--- src/rtl/synaptic_update_ctrl.sv ---
// Weight-update sweep controller: walks every pre-neuron row and issues a
// read/write pair per synaptic SRAM word, with host access muxed in IDLE.
module synaptic_update_ctrl #(
    parameter int PRE_NEURONS          = 784,
    parameter int POST_WORDS           = 64,
    parameter int SYN_ARRAY_ADDR_WIDTH = 16,
    parameter int PRE_NEUR_ADDR_WIDTH  = 10,
    parameter int POST_WORD_ADDR_WIDTH = 8,
    parameter int PRE_CNT_WIDTH        = 8
) (
    input  logic                            CLK,
    input  logic                            RST_N,
    input  logic                            START,
    input  logic                            IS_TRAIN,
    input  logic                            SKIP_ZERO,
    input  logic [PRE_CNT_WIDTH-1:0]        PRE_SPIKE_CNT,
    input  logic                            HOST_REQ,
    input  logic                            HOST_WE,
    input  logic [SYN_ARRAY_ADDR_WIDTH-1:0] HOST_ADDR,
    output logic                            HOST_GNT,
    output logic                            PRE_NEUR_RD,
    output logic [PRE_NEUR_ADDR_WIDTH-1:0]  PRE_NEUR_ADDR,
    output logic [POST_WORD_ADDR_WIDTH-1:0] POST_WORD_ADDR,
    output logic                            SYN_CS,
    output logic                            SYN_WE,
    output logic [SYN_ARRAY_ADDR_WIDTH-1:0] SYN_ADDR,
    output logic                            TREF_EVENT,
    output logic                            BUSY,
    output logic                            DONE
);

    localparam int AW = SYN_ARRAY_ADDR_WIDTH;
    localparam logic [PRE_NEUR_ADDR_WIDTH-1:0] ROW_LAST =
        PRE_NEUR_ADDR_WIDTH'(PRE_NEURONS - 1);
    localparam logic [POST_WORD_ADDR_WIDTH-1:0] WORD_LAST =
        POST_WORD_ADDR_WIDTH'(POST_WORDS - 1);

    typedef enum logic [2:0] {
        IDLE, PRE_FETCH, PRE_CHK, RD, WR, FIN
    } state_t;

    state_t                          state_q, state_d;
    logic [PRE_NEUR_ADDR_WIDTH-1:0]  row_q, row_d;
    logic [POST_WORD_ADDR_WIDTH-1:0] word_q, word_d;
    logic                            skip_q, skip_d;
    logic [AW-1:0]                   sweep_addr;

    // Truncating product; parameters must keep it in range.
    assign sweep_addr = AW'(row_q) * AW'(POST_WORDS) + AW'(word_q);

    always_ff @(posedge CLK or negedge RST_N) begin
        if (!RST_N) begin
            state_q <= IDLE;
            row_q   <= '0;
            word_q  <= '0;
            skip_q  <= 1'b0;
        end else begin
            state_q <= state_d;
            row_q   <= row_d;
            word_q  <= word_d;
            skip_q  <= skip_d;
        end
    end

    always_comb begin
        state_d        = state_q;
        row_d          = row_q;
        word_d         = word_q;
        skip_d         = skip_q;
        HOST_GNT       = 1'b0;
        PRE_NEUR_RD    = 1'b0;
        PRE_NEUR_ADDR  = '0;
        POST_WORD_ADDR = '0;
        SYN_CS         = 1'b0;
        SYN_WE         = 1'b0;
        SYN_ADDR       = '0;
        TREF_EVENT     = 1'b0;
        BUSY           = (state_q != IDLE);
        DONE           = 1'b0;
        unique case (state_q)
            IDLE: begin
                if (START) begin
                    skip_d  = SKIP_ZERO;
                    row_d   = '0;
                    word_d  = '0;
                    state_d = IS_TRAIN ? PRE_FETCH : FIN;
                end else if (HOST_REQ && RST_N) begin
                    HOST_GNT = 1'b1;
                    SYN_CS   = 1'b1;
                    SYN_WE   = HOST_WE;
                    SYN_ADDR = HOST_ADDR;
                end
            end
            PRE_FETCH: begin
                PRE_NEUR_RD   = 1'b1;
                PRE_NEUR_ADDR = row_q;
                state_d       = PRE_CHK;
            end
            PRE_CHK: begin
                if (skip_q && PRE_SPIKE_CNT == '0) begin
                    if (row_q < ROW_LAST) begin
                        row_d   = row_q + 1'b1;
                        state_d = PRE_FETCH;
                    end else begin
                        state_d = FIN;
                    end
                end else begin
                    word_d  = '0;
                    state_d = RD;
                end
            end
            RD: begin
                SYN_CS         = 1'b1;
                SYN_ADDR       = sweep_addr;
                POST_WORD_ADDR = word_q;
                state_d        = WR;
            end
            WR: begin
                SYN_CS         = 1'b1;
                SYN_WE         = 1'b1;
                TREF_EVENT     = 1'b1;
                SYN_ADDR       = sweep_addr;
                POST_WORD_ADDR = word_q;
                if (word_q < WORD_LAST) begin
                    word_d  = word_q + 1'b1;
                    state_d = RD;
                end else if (row_q < ROW_LAST) begin
                    row_d   = row_q + 1'b1;
                    state_d = PRE_FETCH;
                end else begin
                    state_d = FIN;
                end
            end
            FIN: begin
                DONE    = 1'b1;
                state_d = IDLE;
            end
            default: state_d = IDLE;
        endcase
    end

endmodule

--- config.mk ---
export PLATFORM = sky130hd
export DESIGN_NAME = synaptic_update_ctrl
export DESIGN_NICKNAME = d
export VERILOG_FILES = /design/src/rtl/synaptic_update_ctrl.sv
export SDC_FILE = /design/constraint.sdc
export NUM_CORES = 1
export LEC_CHECK = 0
export CELL_PAD_IN_SITES_DETAIL_PLACEMENT = 0
export CELL_PAD_IN_SITES_GLOBAL_PLACEMENT = 2
export CORE_MARGIN = 8
export CORE_UTILIZATION = 21
export DETAILED_ROUTE_END_ITERATION = 10
export PLACE_DENSITY_LB_ADDON = 0.2
export REMOVE_ABC_BUFFERS = 1
export SLEW_MARGIN = 20
export SYNTH_ARGS = -nofsm -noshare
export SYNTH_HDL_FRONTEND = slang
export SYNTH_SLANG_ARGS = --single-unit
export TNS_END_PERCENT = 1
--- constraint.sdc ---
create_clock -name CLK -period 2.2 [get_ports CLK]
set_clock_uncertainty 0.05 [all_clocks]
set_input_delay 0.66 -clock CLK [delete_from_list [all_inputs] [get_ports CLK]]
set_output_delay 0.66 -clock CLK [all_outputs]
set_load 0.1 [all_outputs]
==> impl_metrics.csv <==
group,metric,value,unit
finish,final_layout_size_suffix_gt1_share,47.2,%
sta,rsz0062_at_grt,"yes",
die,num_io_pins,72,
status,violations,"setup timing",
synth,synth_warnings,0,
sta,max_freq,384,MHz
die,dieArea,11400,um^2
place,hpwl,4910,um
sta,fin_crit,2.60,ns
clock_tree,cts-root-buf,"clkbuf_8",
synth,synth_cells,206,
sta,setup_viol,44,
sta,final_max_slew_viol_count,0,
clock_tree,cts-htree-levels,1,
clock_tree,cts_buffers,3,
place,io_buffers,71,
sta,maxSlewHeadroom,76.7,%
pwr,share_clk_of_total_power,12.1,%
grt,grt_overflow,0,
pwr,p_total,3.20,mW
finish,syn2layout_area_growth,111,%
clock_tree,cts_buffer_depth,2,
pwr,ir_worst_vdd,0.000651,V
clock_tree,cts_tree,"built",
drt,vias,1980,
pwr,powerDensity,875,nW/um^2
hold_path,hold_class,"flip-flop to flip-flop",
worst_setup_path,worstSetupEndpointType,"primary output",
finish,nets,355,
drt,wirelength,6210,um
synth,synth_cell_types,45,
drt,avgRoutedWirePerCell,14.7,um
pwr,cellLeakagePower,1.62,nW
pwr,switching_share,48.6,%
finish,final_cell_area,3650,um^2
worst_setup_path,cp.arrival,1.89,ns
grt,grt_antenna_before_repair,0,
finish,antennaDiodeCount,0,
grt,grt_pass1_vias,2053,
synth,synth_seq_cells,22,
die,fp.dieH,107,um
sta,worst_pin_slew,0.347,ns
place,post-place-ws,-0.549,ns
worst_setup_path,worstSetupStartpointType,"flip-flop",
grt,track_usage,11.1,%
clock_tree,cts.reportedPaths.clkPinSlew,0.09,ns
synth,synth_top_area_share,31.7,%
clock_tree,clk_latency,0.27,ns
pwr,pwr-share-seq,16.0,%
sta,fin_crit_sh,118,%
sta,hold_violations,0,
synth,synthesis.area,1730,um^2
worst_setup_path,worst-endpoint-required,1.49,ns
pwr,p_sw,1.55,mW
die,rows,33,
worst_setup_path,path_cells,"or3_4 > nor3_4 > buf_6 > a21oi_2 > nor3_2 > buf_4 > buf_12",
drt,drt_iter0_markers,91,
synth,synth.area.top_cells,"dfrtp_1, and2_1, a22o_1",
die,die_w,107,um
synth,synth.largest_area_cell,"dfrtp_1",
pwr,p_comb_share,71.9,%
synth,ys_seq_area_share,31.7,%
place,placed_cell_area,3300,um^2
synth,post_synth.cell_area_avg,8.42,um^2
drt,drt_first_pass_iters,4,
pwr,intPower,1.64,mW
worst_setup_path,crit_type,"flip-flop to primary output",
drt,drc,0,
die,core-area,8090,um^2
drt,ant_nets,0,
clock_tree,cts.sinks,22,
die,start_util,21.4,%
grt,grt_max_degree,23,
place,gp_congestion,0.770,
drt,vias_per_cell,4.68,
status,status,"finished, violations left",
flow_run,maxCapViolCount,0,
sta,setup_ws,-0.404,ns
worst_setup_path,cpMaxStageDelayCell,"or3_4",
grt,grt_pass1_wl,10500,um
worst_setup_path,crit_fanout,2,
worst_setup_path,cpPeakStageDelay,0.41,ns
[routing by layer]
metal,global-route usage [%],vias to the layer above,share of wire (%)
met5,0,-,0
met4,3.22,0,1.2
met3,2.52,7,6.6
met2,18.3,65,45
met1,14.2,922,47
li1,-,986,-
[power by group through the flow]
stage,logic [mW],registers [mW],clock network (mW)
6_report,2.30,0.510,0.388
3_5_place_dp,2.04,0.518,0
4_1_cts,2.21,0.508,0.397
3_3_place_gp,2.03,0.517,0
2_1_floorplan,1.03,0.583,0
5_1_grt,2.45,0.520,0.415
[per-stage QoR]
step | hold WS, ns | std cells | TNS (ns) | utilization, %
floorplan | 0.314 | 193 | -81.40 | -
detailed placement | 0.405 | 416 | -15.28 | 40.7
global route | 0.467 | 423 | -13.99 | 45.1
finish | 0.423 | 423 | -10.05 | 45.1
CTS | 0.425 | 422 | -9.40 | 44.0
global placement | 0.400 | 416 | -15.40 | 40.7
[timing repair]
action,in CTS,in global routing
setup buffers,2,1
pin swaps,35,20
hold buffers,0,0
gates resized for setup,50,22
cloned,0,0
endpoints found under the setup margin,48,48
[cell usage in the layout, fill, tap and decap left out, types with 4 or more instances in the layout]
cell             Yosys  layout
dfrtp_1             22      22
o21ai_0             12      11
buf_6                0       7
nand3_2              0       4
buf_12               0      42
nand2_1             18      15
a21o_1               9       9
nand3_1             15      11
xnor2_1              6       5
a21oi_2              0       5
buf_4                0      40
nor2_1               8       6
a22o_4               0       4
a22o_1              11       7
clkdlybuf4s50_1      0      27
and2_4               0      18
a21oi_1             13       8
[logic make-up after synthesis]
group	synth area share, %
AOI/OAI and AO/OA	25.0
buffers and inverters	3.61
and+or+nand+nor	31.0
adders and majority gates	4.04
DFF	31.7
muxes	0.577
xor gates and xnor gates	4.04
[critical path: cells and delay by family (launching register included)]
family,cells,cell delay (ns)
flip-flops,1,0.39
AND/OR/NAND/NOR,3,0.75
AO/OA/AOI/OAI,1,0.05
buffers and inverters,3,0.44
[final timing paths]
| kind | from | endpoint | slack, ns | depth (start not counted) |
|---|---|---|---|---|
| worst min-delay path | skip_q$_DFFE_PN0P_ | skip_q$_DFFE_PN0P_ | 0.42 | 2 |
| worst min register to register | skip_q$_DFFE_PN0P_ | skip_q$_DFFE_PN0P_ | 0.42 | 2 |
| min in group asynchronous | RST_N | skip_q$_DFFE_PN0P_ | 0.46 | 2 |
| worst max register to register | state_q[1]$_DFFE_PN0P_ | row_q[3]$_DFFE_PN0P_ | -0.03 | 7 |
| worst max-delay path | state_q[1]$_DFFE_PN0P_ | SYN_WE | -0.40 | 7 |
| max in group asynchronous | RST_N | state_q[0]$_DFFE_PN0P_ | 1.40 | 2 |
[cell usage after synthesis]
master     count
dfrtp_1       22
fa_1           1
o21a_1         3
a21oi_1       13
clkbuf_1       8
nor3b_1        2
inv_1          1
or4_1          3
nand2b_1       2
or3_1          4
nand2_4        1
a22o_1        11
nand2_1       18
o41ai_1        1
nor2b_1        1
nand4_1        2
o31ai_1        4
or2_1          1
and4_1         1
o21ai_0       12
nor3_1         4
o211ai_4       1
nand3_1       15
and2_1        19
a41oi_1        1
o2bb2ai_1      1
xor2_1         2
buf_2          5
a211oi_4       1
xnor2_1        6
a22oi_1        1
o211ai_1       1
nand3b_1       2
and3_1         4
a21o_1         9
nor3_2         1
ha_1           4
nor4_1         4
a32o_1         1
and3b_1        1
nor2_1         8
mux2i_1        1
inv_2          1
or4b_1         1
or4_4          1
[cell type report]
| class | instances | area (um^2) |
|---|---|---|
| inverter | 2 | 12.5 |
| clock inverter | 1 | 30.0 |
| timing repair buffer | 121 | 1550 |
| clock buffer | 3 | 41.3 |
| fill | 815 | 4440 |
| sequential | 22 | 551 |
| multi-input combinational | 169 | 1340 |
| tap | 105 | 131 |
[sequential cells by signal, summed over array words and instances (netlist names)]
register / cells
state_q: 3
skip_q: 1
word_q: 8
row_q: 10
(Power assumes the default switching activity.)
